### src/rtl/codificador_teclado_if.sv
// Scan-code byte input and key-enable outputs between the PS/2 receiver,
// the scan-code encoder and the keyboard decoder stage.
interface codificador_teclado_if;
  logic [7:0] code;
  logic       code_valid;
  logic [4:0] enable;
  logic       key_event;
  logic       proto_err;

  modport master (
    output code,
    output code_valid,
    input  enable,
    input  key_event,
    input  proto_err
  );

  modport slave (
    input  code,
    input  code_valid,
    output enable,
    output key_event,
    output proto_err
  );
endinterface

### src/rtl/codificador_teclado.sv
// PS/2 scan-code encoder: tracks E0/F0 prefixes and holds one enable bit per
// mapped key while it is pressed; flags illegal prefix sequences and stale prefixes.
module codificador_teclado #(
  parameter logic [7:0]  KEY_ALARM  = 8'h1C,
  parameter logic [7:0]  KEY_UP     = 8'h75,
  parameter logic [7:0]  KEY_DOWN   = 8'h72,
  parameter logic [7:0]  KEY_LEFT   = 8'h6B,
  parameter logic [7:0]  KEY_RIGHT  = 8'h74,
  parameter int unsigned PREFIX_TMO = 50000
) (
  input logic                  clk,
  input logic                  reset_n,
  codificador_teclado_if.slave kbd
);

  localparam logic [7:0]  PrefixExt = 8'hE0;
  localparam logic [7:0]  PrefixBrk = 8'hF0;
  localparam int unsigned CntW      = (PREFIX_TMO > 2) ? $clog2(PREFIX_TMO) : 1;
  localparam logic [CntW-1:0] CntLast = CntW'(PREFIX_TMO - 1);

  typedef enum logic [1:0] {StIdle, StExt, StBrk, StExtBrk} state_e;

  state_e          state_q, state_d;
  logic [4:0]      enable_q, enable_d;
  logic            key_event_q, key_event_d;
  logic            proto_err_q, proto_err_d;
  logic [CntW-1:0] cnt_q, cnt_d;
  logic [3:0]      arrow;
  logic            is_prefix;

  // One-hot arrow position for the incoming byte; zero when it is not an arrow.
  always_comb begin
    arrow = 4'b0000;
    if (kbd.code == KEY_UP)    arrow = 4'b0001;
    if (kbd.code == KEY_DOWN)  arrow = 4'b0010;
    if (kbd.code == KEY_LEFT)  arrow = 4'b0100;
    if (kbd.code == KEY_RIGHT) arrow = 4'b1000;
  end

  assign is_prefix = (kbd.code == PrefixExt) || (kbd.code == PrefixBrk);

  always_comb begin
    state_d     = state_q;
    enable_d    = enable_q;
    cnt_d       = cnt_q;
    proto_err_d = 1'b0;

    if (kbd.code_valid) begin
      cnt_d = '0;
      unique case (state_q)
        StIdle: begin
          if (kbd.code == PrefixExt) begin
            state_d = StExt;
          end else if (kbd.code == PrefixBrk) begin
            state_d = StBrk;
          end else if (kbd.code == KEY_ALARM) begin
            enable_d[4] = 1'b1;
          end
        end
        StExt: begin
          if (kbd.code == PrefixBrk) begin
            state_d = StExtBrk;
          end else if (kbd.code == PrefixExt) begin
            state_d = StExt;
          end else begin
            state_d       = StIdle;
            enable_d[3:0] = enable_q[3:0] | arrow;
          end
        end
        StBrk: begin
          state_d = StIdle;
          if (kbd.code == KEY_ALARM) begin
            enable_d[4] = 1'b0;
          end else if (is_prefix) begin
            proto_err_d = 1'b1;
          end
        end
        StExtBrk: begin
          state_d = StIdle;
          if (is_prefix) begin
            proto_err_d = 1'b1;
          end else begin
            enable_d[3:0] = enable_q[3:0] & ~arrow;
          end
        end
        default: state_d = StIdle;
      endcase
    end else if (state_q != StIdle) begin
      // Expiry resets the counter, so it can never pass CntLast or wrap.
      if (cnt_q == CntLast) begin
        state_d     = StIdle;
        proto_err_d = 1'b1;
        cnt_d       = '0;
      end else begin
        cnt_d = cnt_q + 1'b1;
      end
    end

    key_event_d = |(enable_d & ~enable_q);
  end

  always_ff @(posedge clk or negedge reset_n) begin
    if (!reset_n) begin
      state_q     <= StIdle;
      enable_q    <= 5'b0;
      key_event_q <= 1'b0;
      proto_err_q <= 1'b0;
      cnt_q       <= '0;
    end else begin
      state_q     <= state_d;
      enable_q    <= enable_d;
      key_event_q <= key_event_d;
      proto_err_q <= proto_err_d;
      cnt_q       <= cnt_d;
    end
  end

  assign kbd.enable    = enable_q;
  assign kbd.key_event = key_event_q;
  assign kbd.proto_err = proto_err_q;

endmodule

### src/flat_wrapper.sv
// flat-port wrapper written by rule: the top's interface ports become plain ports
module codificador_teclado_flat 
#(
  parameter logic [7:0]  KEY_ALARM  = 8'h1C,
  parameter logic [7:0]  KEY_UP     = 8'h75,
  parameter logic [7:0]  KEY_DOWN   = 8'h72,
  parameter logic [7:0]  KEY_LEFT   = 8'h6B,
  parameter logic [7:0]  KEY_RIGHT  = 8'h74,
  parameter int unsigned PREFIX_TMO = 50000
)
  (clk, reset_n, kbd_code, kbd_code_valid, kbd_enable, kbd_key_event, kbd_proto_err);
  codificador_teclado_if kbd_i ();
  input logic clk;
  input logic reset_n;
  input wire logic [$bits(kbd_i.code)-1:0] kbd_code;
  input wire logic [$bits(kbd_i.code_valid)-1:0] kbd_code_valid;
  output wire logic [$bits(kbd_i.enable)-1:0] kbd_enable;
  output wire logic [$bits(kbd_i.key_event)-1:0] kbd_key_event;
  output wire logic [$bits(kbd_i.proto_err)-1:0] kbd_proto_err;
  assign kbd_i.code = kbd_code;
  assign kbd_i.code_valid = kbd_code_valid;
  assign kbd_enable = kbd_i.enable;
  assign kbd_key_event = kbd_i.key_event;
  assign kbd_proto_err = kbd_i.proto_err;
  codificador_teclado #(.KEY_ALARM(KEY_ALARM), .KEY_UP(KEY_UP), .KEY_DOWN(KEY_DOWN), .KEY_LEFT(KEY_LEFT), .KEY_RIGHT(KEY_RIGHT), .PREFIX_TMO(PREFIX_TMO)) u_core (.clk(clk), .reset_n(reset_n), .kbd(kbd_i));
endmodule
### config.mk
export PLATFORM = sky130hd
export DESIGN_NAME = codificador_teclado_flat
export DESIGN_NICKNAME = d
export VERILOG_FILES = /design/src/rtl/codificador_teclado_if.sv /design/src/rtl/codificador_teclado.sv /design/src/flat_wrapper.sv
export SDC_FILE = /design/constraint.sdc
export NUM_CORES = 1
export LEC_CHECK = 0
export BUFFER_PORTS_ARGS = -buffer_cell sky130_fd_sc_hd__buf_4
export CORE_ASPECT_RATIO = 0.7
export CORE_MARGIN = 2
export CORE_UTILIZATION = 51
export DETAILED_ROUTE_END_ITERATION = 12
export PLACE_DENSITY_LB_ADDON = 0.3
export SLEW_MARGIN = 40
export SYNTH_ARGS = -nofsm -noshare
export SYNTH_HDL_FRONTEND = slang
export SYNTH_SLANG_ARGS = --single-unit
### constraint.sdc
create_clock -name clk -period 1.8 [get_ports clk]
set_clock_uncertainty 0.05 [all_clocks]
set_input_delay 0.09 -clock clk [delete_from_list [all_inputs] [get_ports clk]]
set_output_delay 0.09 -clock clk [all_outputs]
set_load 0.01 [all_outputs]
Word level (Yosys, flattened, before mapping). Index checks and enable logic that the tools add are counted.

Flip-flop bits (word level): 25. Input port bits: 11. Word-level logic and storage cells: 62.

Add/sub/neg operators: 1. Equality and inequality tests: 12. Muxes and demuxes: 31. Bitwise logic cells: 5. Reduce and logical (&&, ||, !) cells: 8.

Operators by type and width (count): $mux 16 (3); $eq 8x7->1 const B (4); $mux 4 (6); $add 16x1->16 const B (1); $eq 16x16->1 const B (1); $eq 8x8->1 const B (2); $mux 2 (6); $mux 1 (11); $eq 8x5->1 const B (1); $pmux 4 s2 (1); $pmux 2 s3 (1); $reduce_bool 2->1 (3); $and 5x5->5 (1); $mux 5 (1); $not 5->5 (1); $reduce_or 5->1 (1); $and 4x4->4 (1); $eq 2x2->1 const B (2); $ne 4x2->1 const B (1); $not 4->4 (1); $or 4x4->4 (1); $pmux 1 s2 (2); $reduce_and 3->1 (1); $eq 2x1->1 const B (1); other kinds (3) (3).

Depth between registers and ports, before layout. Gate-level depths: netlist of the first run.

Depth in word-level cells: 12. Gate-level depth with buffers: 8. Mapped depth without buffers: 6.

Worst setup path after synthesis of the first run. Ideal clock, no wire load.

Kind: flip-flop to flip-flop. From: register u_core.cnt_q[0]. To: register u_core.cnt_q[9]. Library setup time: 0.110 ns. Data arrival time: 1.584 ns. Data required time: 1.640 ns. Setup slack: 0.056 ns. Cell stages (with the launch flop): 8. Path buffers: 1. Period minus slack after synthesis: 1.744 ns. Cell sequence: dfrtp_1 -> ha_1 -> and3_1 -> and4_1 -> buf_6 -> nor2_4 -> nand2_2 -> o41ai_1.

Cells in the longest elaborated chain, start to end: 4. Elaborated cells on any way between the ends: 5. Classes of those cells: 1 x add/sub; 1 x eq/ne; 3 x mux.

RTL lines: start, declared (line codificador_teclado.sv:27) `logic [CntW-1:0] cnt_q, cnt_d;`; start signal, assigned (line codificador_teclado.sv:114) `cnt_q <= cnt_d;`; $add 16x1->16 / $eq 16x16->1 (equally long branches) (line codificador_teclado.sv:95, codificador_teclado.sv:90); $mux 16 * (line codificador_teclado.sv:90) `if (cnt_q == CntLast) begin`; $mux 16 * (line codificador_teclado.sv:88) `end else if (state_q != StIdle) begin`; $mux 16 * (line codificador_teclado.sv:48) `if (kbd.code_valid) begin`.

Every way passes the cells marked *; elsewhere a longest branch is shown, timed or not. The select of a mux whose other input is x is not followed. A chain may end at the register's enable or synchronous reset.

Worst setup path after layout of the first run.
From: register u_core.cnt_q[8]. To: register u_core.cnt_q[10].

Same word-level chain as after synthesis.

==> summary.md, run 1 <==
| Metric | Value |
|---|---|
| DRC errors left | `0` |
| Fin worst setup slack | `0.0100 ns` |
| Worst R2R End | `u_core.cnt_q[10]` |
| Multi-input gate area | `812 µm²` |
| Hold Crit Class | `in -> reg` |
| Antenna violations before repair | `0` |
| Final min period | `1.79 ns` |
| Top-area cell type share of the netlist area | `43.4%` |
| DP Worst Slack | `-0.121 ns` |
| Area grow syn2layout | `28.8%` |
| # rows | `16` |
| Synth Flop Type | `dfrtp_1` |
| Worst Setup Start Kind | `flop` |
| Post-DP Area | `1710 µm²` |
| Peak VDD IR | `479 µV` |
| RSZ-0062 raised after global routing | `true` |
| Post-synth EDFFs | `0` |
| Crit end category | `flop` |
| Commonest non-fill, non-tap cells in the layout | `34 x buf_4, 24 x dfrtp_1, 15 x nand2_1` |
| Max_cap viols | `0` |
| FF/Latch Area | `627 µm²` |
| Final Hold Viols | `0` |
| CTS H-tree lvls | `1` |
| Root Driver | `clkbuf_8` |
| Number of global-route vias before repair | `1311` |
| Leak Pwr | `0.801 nW` |
| Worst path arrival time | `1.94 ns` |
| Met1 Routed Length | `1.79 mm` |
| Reg2Reg Depth | `7` |
| Depth of the worst hold-timing path | `3` |
| Layout Cell Area excl Fill | `1860 µm²` |
| Pwr Total | `1.01 mW` |
| Via count | `1440` |
| Met2 wire len | `1.81 mm` |
| Setup CP Type | `reg -> reg` |
| Final Max Slew Viols | `0` |
| CP required | `1.95 ns` |
| Achievable Freq | `559 MHz` |
| Core Footprint | `2740 µm²` |
| Cell variety after synth | `43` |
| Reg2reg setup slack | `0.01 ns` |
| Area leader, netlist | `dfrtp_1` |
| Final Setup Violations | `0` |
| Total wire length | `3.87 mm` |
| Die area | `3280 µm²` |
| Critical Path Fanout Max | `7` |
| First DRT Iteration DRCs | `131` |
| Top sig layer | `met4` |
| Nets | `205` |
| Worst slew pin tran | `0.416 ns` |
| Final GP Congestion | `0.885` |
| Hold_sp | `kbd_code[7]` |
| TritonCTS Buffers | `3` |
| Seq cells post-synth | `25` |
| Sequential share of the synthesized area | `43.4%` |
| Pwr/cell area | `542 nW/µm²` |
| I/O pin count | `18` |
| Overall routing resource usage | `25.7%` |
| TritonRoute pass-1 iters | `4` |
| Syn Area/Cell | `9.13 µm²` |
| # fillers | `205` |
| HPWL after DPL | `2.74 mm` |
| Fin Hold WS | `0.0847 ns` |
| Starting Density | `52.6%` |
| Synth Warn # | `0` |
| Clock tree buffer depth | `2` |
| Hold Path Sink | `u_core.kbd.proto_err` |
| Worst skew pair latency | `0.27 ns` |
| Die Y | `48.5 µm` |
| Netlist Area Pre-Place | `1440 µm²` |
| Outcome | `completed` |
| Post-synthesis async set-or-reset flop share | `100%` |
| Register clock-pin slew on the reported worst setup and hold paths | `0.09 ns` |
| Routed Antenna Nets | `0` |
| Via density | `6.32` |
| First-pass GRT wire length | `6.37 mm` |
| Largest net degree at the start of global routing | `26` |
| Met3 WL post-DR | `257 µm` |
| Input/output buffers | `17` |
| RR Startpoint | `u_core.cnt_q[8]` |
| CTS tree | `done` |
| Congestion Overflow GR | `0` |
| Cells after Synth | `158` |
| Die X | `67.6 µm` |
| Commonest non-fill, non-tap cell in the layout | `buf_4` |
| Routed len/inst | `17.0 µm` |
| Diodes inserted | `0` |
| Share of cells above drive strength 1 | `30.2%` |
| Area contributors post-synth | `dfrtp_1 43%, o21ai_1 4.9%, nand2_1 3.9%` |
| Syn nets | `170` |
| CTS sink cnt | `25` |
| Fin crit share | `99.4%` |
| Slew Limit Headroom | `72.0%` |
critical path, cell delays in order (launching register included):
cell and delay (ns):
dfrtp_2 0.46, nor4b_4 0.14, buf_4 0.14, and4_4 0.19, buf_6 0.12, nor3_4 0.33, a41oi_2 0.15, a31oi_1 0.16
worst max-delay path by stage:
stage / startpoint / to / slack (ns) / cells after the start
global route: u_core.cnt_q[1] / u_core.cnt_q[10] / -0.04 / 7
floorplan: u_core.cnt_q[0] / u_core.cnt_q[9] / 0.06 / 7
CTS: u_core.cnt_q[1] / u_core.cnt_q[9] / 0.002 / 7
detailed placement: u_core.cnt_q[0] / u_core.cnt_q[10] / -0.12 / 7
finish: u_core.cnt_q[8] / u_core.cnt_q[10] / 0.01 / 7
global placement: u_core.cnt_q[0] / u_core.cnt_q[10] / -0.06 / 7
kinds of logic after synthesis:
kind of cell | count (synthesis) | synth area share (%)
buf+inv | 14 | 5.20
flops | 25 | 43.4
mux | 2 | 1.39
compound gates | 46 | 19.9
xor+xnor | 1 | 0.607
fa+ha+maj | 1 | 0.867
simple gates | 69 | 28.6
repair_timing:
action                                  4_1_cts  5_1_grt
hold buffers                                  2        0
buffers inserted                              0        1
resized for setup                             7        8
hold endpoints to repair                     26        0
pin swaps                                     4        5
endpoints found under the setup margin       11       13
where the power goes:
part / total [mW] / leakage (nW) / internal [mW] / switching, mW
Combinational: 0.104 / 0.437 / 0.0426 / 0.0613
Sequential: 0.570 / 0.341 / 0.566 / 0.00399
Clock: 0.333 / 0.0228 / 0.158 / 0.174
synth_stat cells, types with 2 or more instances:
library cell	number
nand2_1	15
o21ai_1	14
and4_1	3
buf_6	2
nand4_1	6
o2bb2ai_1	2
nand4b_1	2
nand3_1	8
a21oi_1	6
nor3_1	4
buf_2	3
a211oi_1	3
o31ai_1	5
nor4bb_1	2
nor4b_1	2
a31oi_1	2
a311oi_1	2
o21ai_0	7
mux2i_1	2
dfrtp_1	25
inv_1	6
and3_1	2
nor2_1	11
nor3b_1	4
clkbuf_1	2
per-layer routing:
metal  global-route usage (%)  vias up
met4                     4.08        0
li1                         -      663
met1                     40.2      704
met2                     36.6       71
met5                        0        -
met3                     5.81        2
state kept, by name, summed over array words and instances, names as in the netlist:
name                  count
u_core.cnt_q             16
u_core.kbd.enable         5
u_core.kbd.key_event      1
u_core.kbd.proto_err      1
u_core.state_q            2
layout make-up:
class                   count  area share [%]
clock buffers               4            2.42
inverters                   6            1.21
multi-input cells         119            43.7
flip-flops and latches     25            33.7
well taps                  36            2.42
repair buffers             38            16.5
stage by stage:
step	cells	utilization (%)	TNS, ns
after global placement	221	62.4	-0.123
after detailed placement	221	62.4	-0.670
after global routing	228	67.7	-0.176
after CTS	227	66.1	0
after floorplan	158	-	0
final	228	67.7	0
Power figures use the tool's default switching activity.
==> inputs of run 2 (changes only) <==
--- a/config.mk
+++ b/config.mk
@@ -5,11 +5,11 @@
 export SDC_FILE = /design/constraint.sdc
 export NUM_CORES = 1
 export LEC_CHECK = 0
-export BUFFER_PORTS_ARGS = -buffer_cell sky130_fd_sc_hd__buf_4
 export CORE_ASPECT_RATIO = 0.7
 export CORE_MARGIN = 2
-export CORE_UTILIZATION = 51
+export CORE_UTILIZATION = 55
 export DETAILED_ROUTE_END_ITERATION = 12
+export DONT_BUFFER_PORTS = 1
 export PLACE_DENSITY_LB_ADDON = 0.3
 export SLEW_MARGIN = 40
 export SYNTH_ARGS = -nofsm -noshare
==> summary.md, run 2 (synthesis gave the netlist of run 1 again) <==
| Metric | Value |
|---|---|
| Commonest non-fill, non-tap cells in the layout | `25 x dfrtp_1, 23 x buf_4, 15 x nand2_1` |
| Area grow syn2layout | `25.6%` |
| Critical Path Fanout Max | `7 (unchanged)` |
| Layout Cell Area excl Fill | `1810 µm² (-2.5%)` |
| Cell count after placement | `206 (-6.8%)` |
| Share of cells above drive strength 1 | `24.1% (-6.1 points)` |
| HPWL after DPL | `2.56 mm (-6.6%)` |
| Fin worst setup slack | `-0.00278 ns (-0.0128 ns)` |
| # rows | `15 (-1)` |
| CTS sink cnt | `25 (unchanged)` |
| I/O pin count | `18 (unchanged)` |
| First DRT Iteration DRCs | `200 (+53%)` |
| Congestion Overflow GR | `0 (unchanged)` |
| Failing checks | `negative setup slack` |
| Setup CP Type | `reg -> reg` |
| DRC errors left | `0 (unchanged)` |
| Worst path arrival time | `1.91 ns (-0.03 ns)` |
| Final min period | `1.80 ns (+0.0128 ns)` |
| Outcome | `finished with violations` |
| Hold Crit Class | `in -> reg` |
| Starting Density | `58.2% (+5.6 points)` |
| DP Worst Slack | `-0.157 ns (-0.0361 ns)` |
| Register clock-pin slew on the reported worst setup and hold paths | `0.08 ns (about the same)` |
| Worst Setup Start Kind | `flop` |
| Die area | `3060 µm² (-6.8%)` |
| Max_cap viols | `0 (unchanged)` |
| Total wire length | `3.88 mm (+0.49%)` |
| TritonCTS Buffers | `3 (unchanged)` |
| Finished Layout Cells | `221 (-3.1%)` |
| Worst slew pin tran | `0.566 ns (+0.149 ns)` |
| Diodes inserted | `0 (unchanged)` |
| Leak Pwr | `0.773 nW (-3.5%)` |
| RSZ-0062 raised after global routing | `true` |
| Fin crit share | `100% (+0.71 points)` |
| Peak VDD IR | `533 µV (+11%)` |
| Crit end category | `flop` |
| Achievable Freq | `555 MHz (-0.71%)` |
| Met1 GRT Util | `38.9% (-1.3 points)` |
| Final Setup Violations | `1 (+1)` |
| Commonest non-fill, non-tap cell in the layout | `dfrtp_1` |
| CTS H-tree lvls | `1 (unchanged)` |
| Biggest register | `u_core.cnt_q` |
| Largest net degree at the start of global routing | `26 (unchanged)` |
| Antenna violations before repair | `0 (unchanged)` |
| Routed len/inst | `17.6 µm (+3.7%)` |
| Via count | `1387 (-3.7%)` |
| TritonRoute pass-1 iters | `4 (unchanged)` |
| Met3 Use GR | `7.19% (+1.4 points)` |
| CP required | `1.90 ns (-0.05 ns)` |
| CTS tree | `done` |
| Number of global-route vias before repair | `1189 (-9.3%)` |
| # fillers | `181 (-12%)` |
| Root Driver | `clkbuf_8` |
| Slew Limit Headroom | `62.2% (-9.9 points)` |
| TNS Setup | `-0.00278 ns (-0.00278 ns)` |
| Reg2reg setup slack | `-0.003 ns (about the same)` |
| Setup crit start | `u_core.cnt_q[7]` |
| Core Footprint | `2480 µm² (-9.7%)` |
| Nets | `200 (-2.4%)` |
| Die X | `65.2 µm (-3.5%)` |
| Post-DP Area | `1600 µm² (-6.6%)` |
| Busiest grt layer | `met2` |
| Final Max Slew Viols | `0 (unchanged)` |
| Largest register FFs | `16 (unchanged)` |
| RR Startpoint | `u_core.cnt_q[7]` |
| Final Hold Viols | `0 (unchanged)` |
| Hold_sp | `kbd_code[3]` |
| Input/output buffers | `0 (-17)` |
| Pwr/cell area | `552 nW/µm² (+1.9%)` |
| Worst skew pair latency | `0.27 ns (about the same)` |
| Final GP Congestion | `0.921 (+4.1%)` |
| Die Y | `46.9 µm (-3.4%)` |
| Overall routing resource usage | `26.5% (+0.87 points)` |
| Via density | `6.28 (-0.63%)` |
| First-pass GRT wire length | `5.97 mm (-6.3%)` |
| Met2 usage | `39.4% (+2.8 points)` |
| Clock tree buffer depth | `2 (unchanged)` |
| Routed Antenna Nets | `0 (unchanged)` |
run 2: layout make-up:
cell class                 instances  area [µm²]  area share (%)
multi-input combinational        119         791            43.6
sequential                        25         626            34.5
timing repair buffer              33         285            15.7
inverter                           6        22.5            1.24
clock buffer                       4        45.0            2.49
tap                               34        42.5            2.35
run 2: critical path: stages (launching register included):
cell and delay, ns:
dfrtp_1 0.40, nor4bb_2 0.30, buf_4 0.16, and4_4 0.29
buf_6 0.15, a211oi_2 0.04, o21ai_1 0.20, o41ai_2 0.10
run 2: final timing paths:
kind / to / cells past startpoint
max: u_core.cnt_q[9] / 7
min: u_core.kbd.enable[0] / 3
max reg2reg: u_core.cnt_q[9] / 7
min reg2reg: u_core.cnt_q[15] / 2
max in group asynchronous: u_core.kbd.enable[4] / 2
min in group asynchronous: u_core.kbd.proto_err / 2
run 2: report_power, final:
| part | internal (mW) | leakage (nW) | switching (mW) | total, mW |
|---|---|---|---|---|
| Sequential | 0.566 | 0.343 | 0.00482 | 0.571 |
| Combinational | 0.0430 | 0.408 | 0.0526 | 0.0956 |
| Clock | 0.158 | 0.0228 | 0.175 | 0.333 |
| Total | 0.767 | 0.773 | 0.233 | 1.00 |
run 2: timing repair:
item                                    4_1_cts  5_1_grt
hold buffers                                  8        0
setup buffers                                 2        1
pin swaps                                     1        8
resized for setup                             6        7
endpoints found under the setup margin       15       14
hold endpoints to repair                     40        0
run 2: through the flow:
stage / power, mW / hold slack [ns] / util [%]
floorplan: 0.623 / -0.256 / -
global placement: 0.632 / -0.255 / 64.5
detailed placement: 0.634 / -0.255 / 64.5
CTS: 0.999 / 0.00305 / 71.6
global route: 1.04 / 0.0182 / 73.1
finish: 1.00 / 0.00860 / 73.1
run 2: layer usage:
metal  share of wire, %  vias up
met5                  0        -
met4                1.3        0
met3                8.2       10
met2                 45       77
met1                 46      644
li1                   -      656
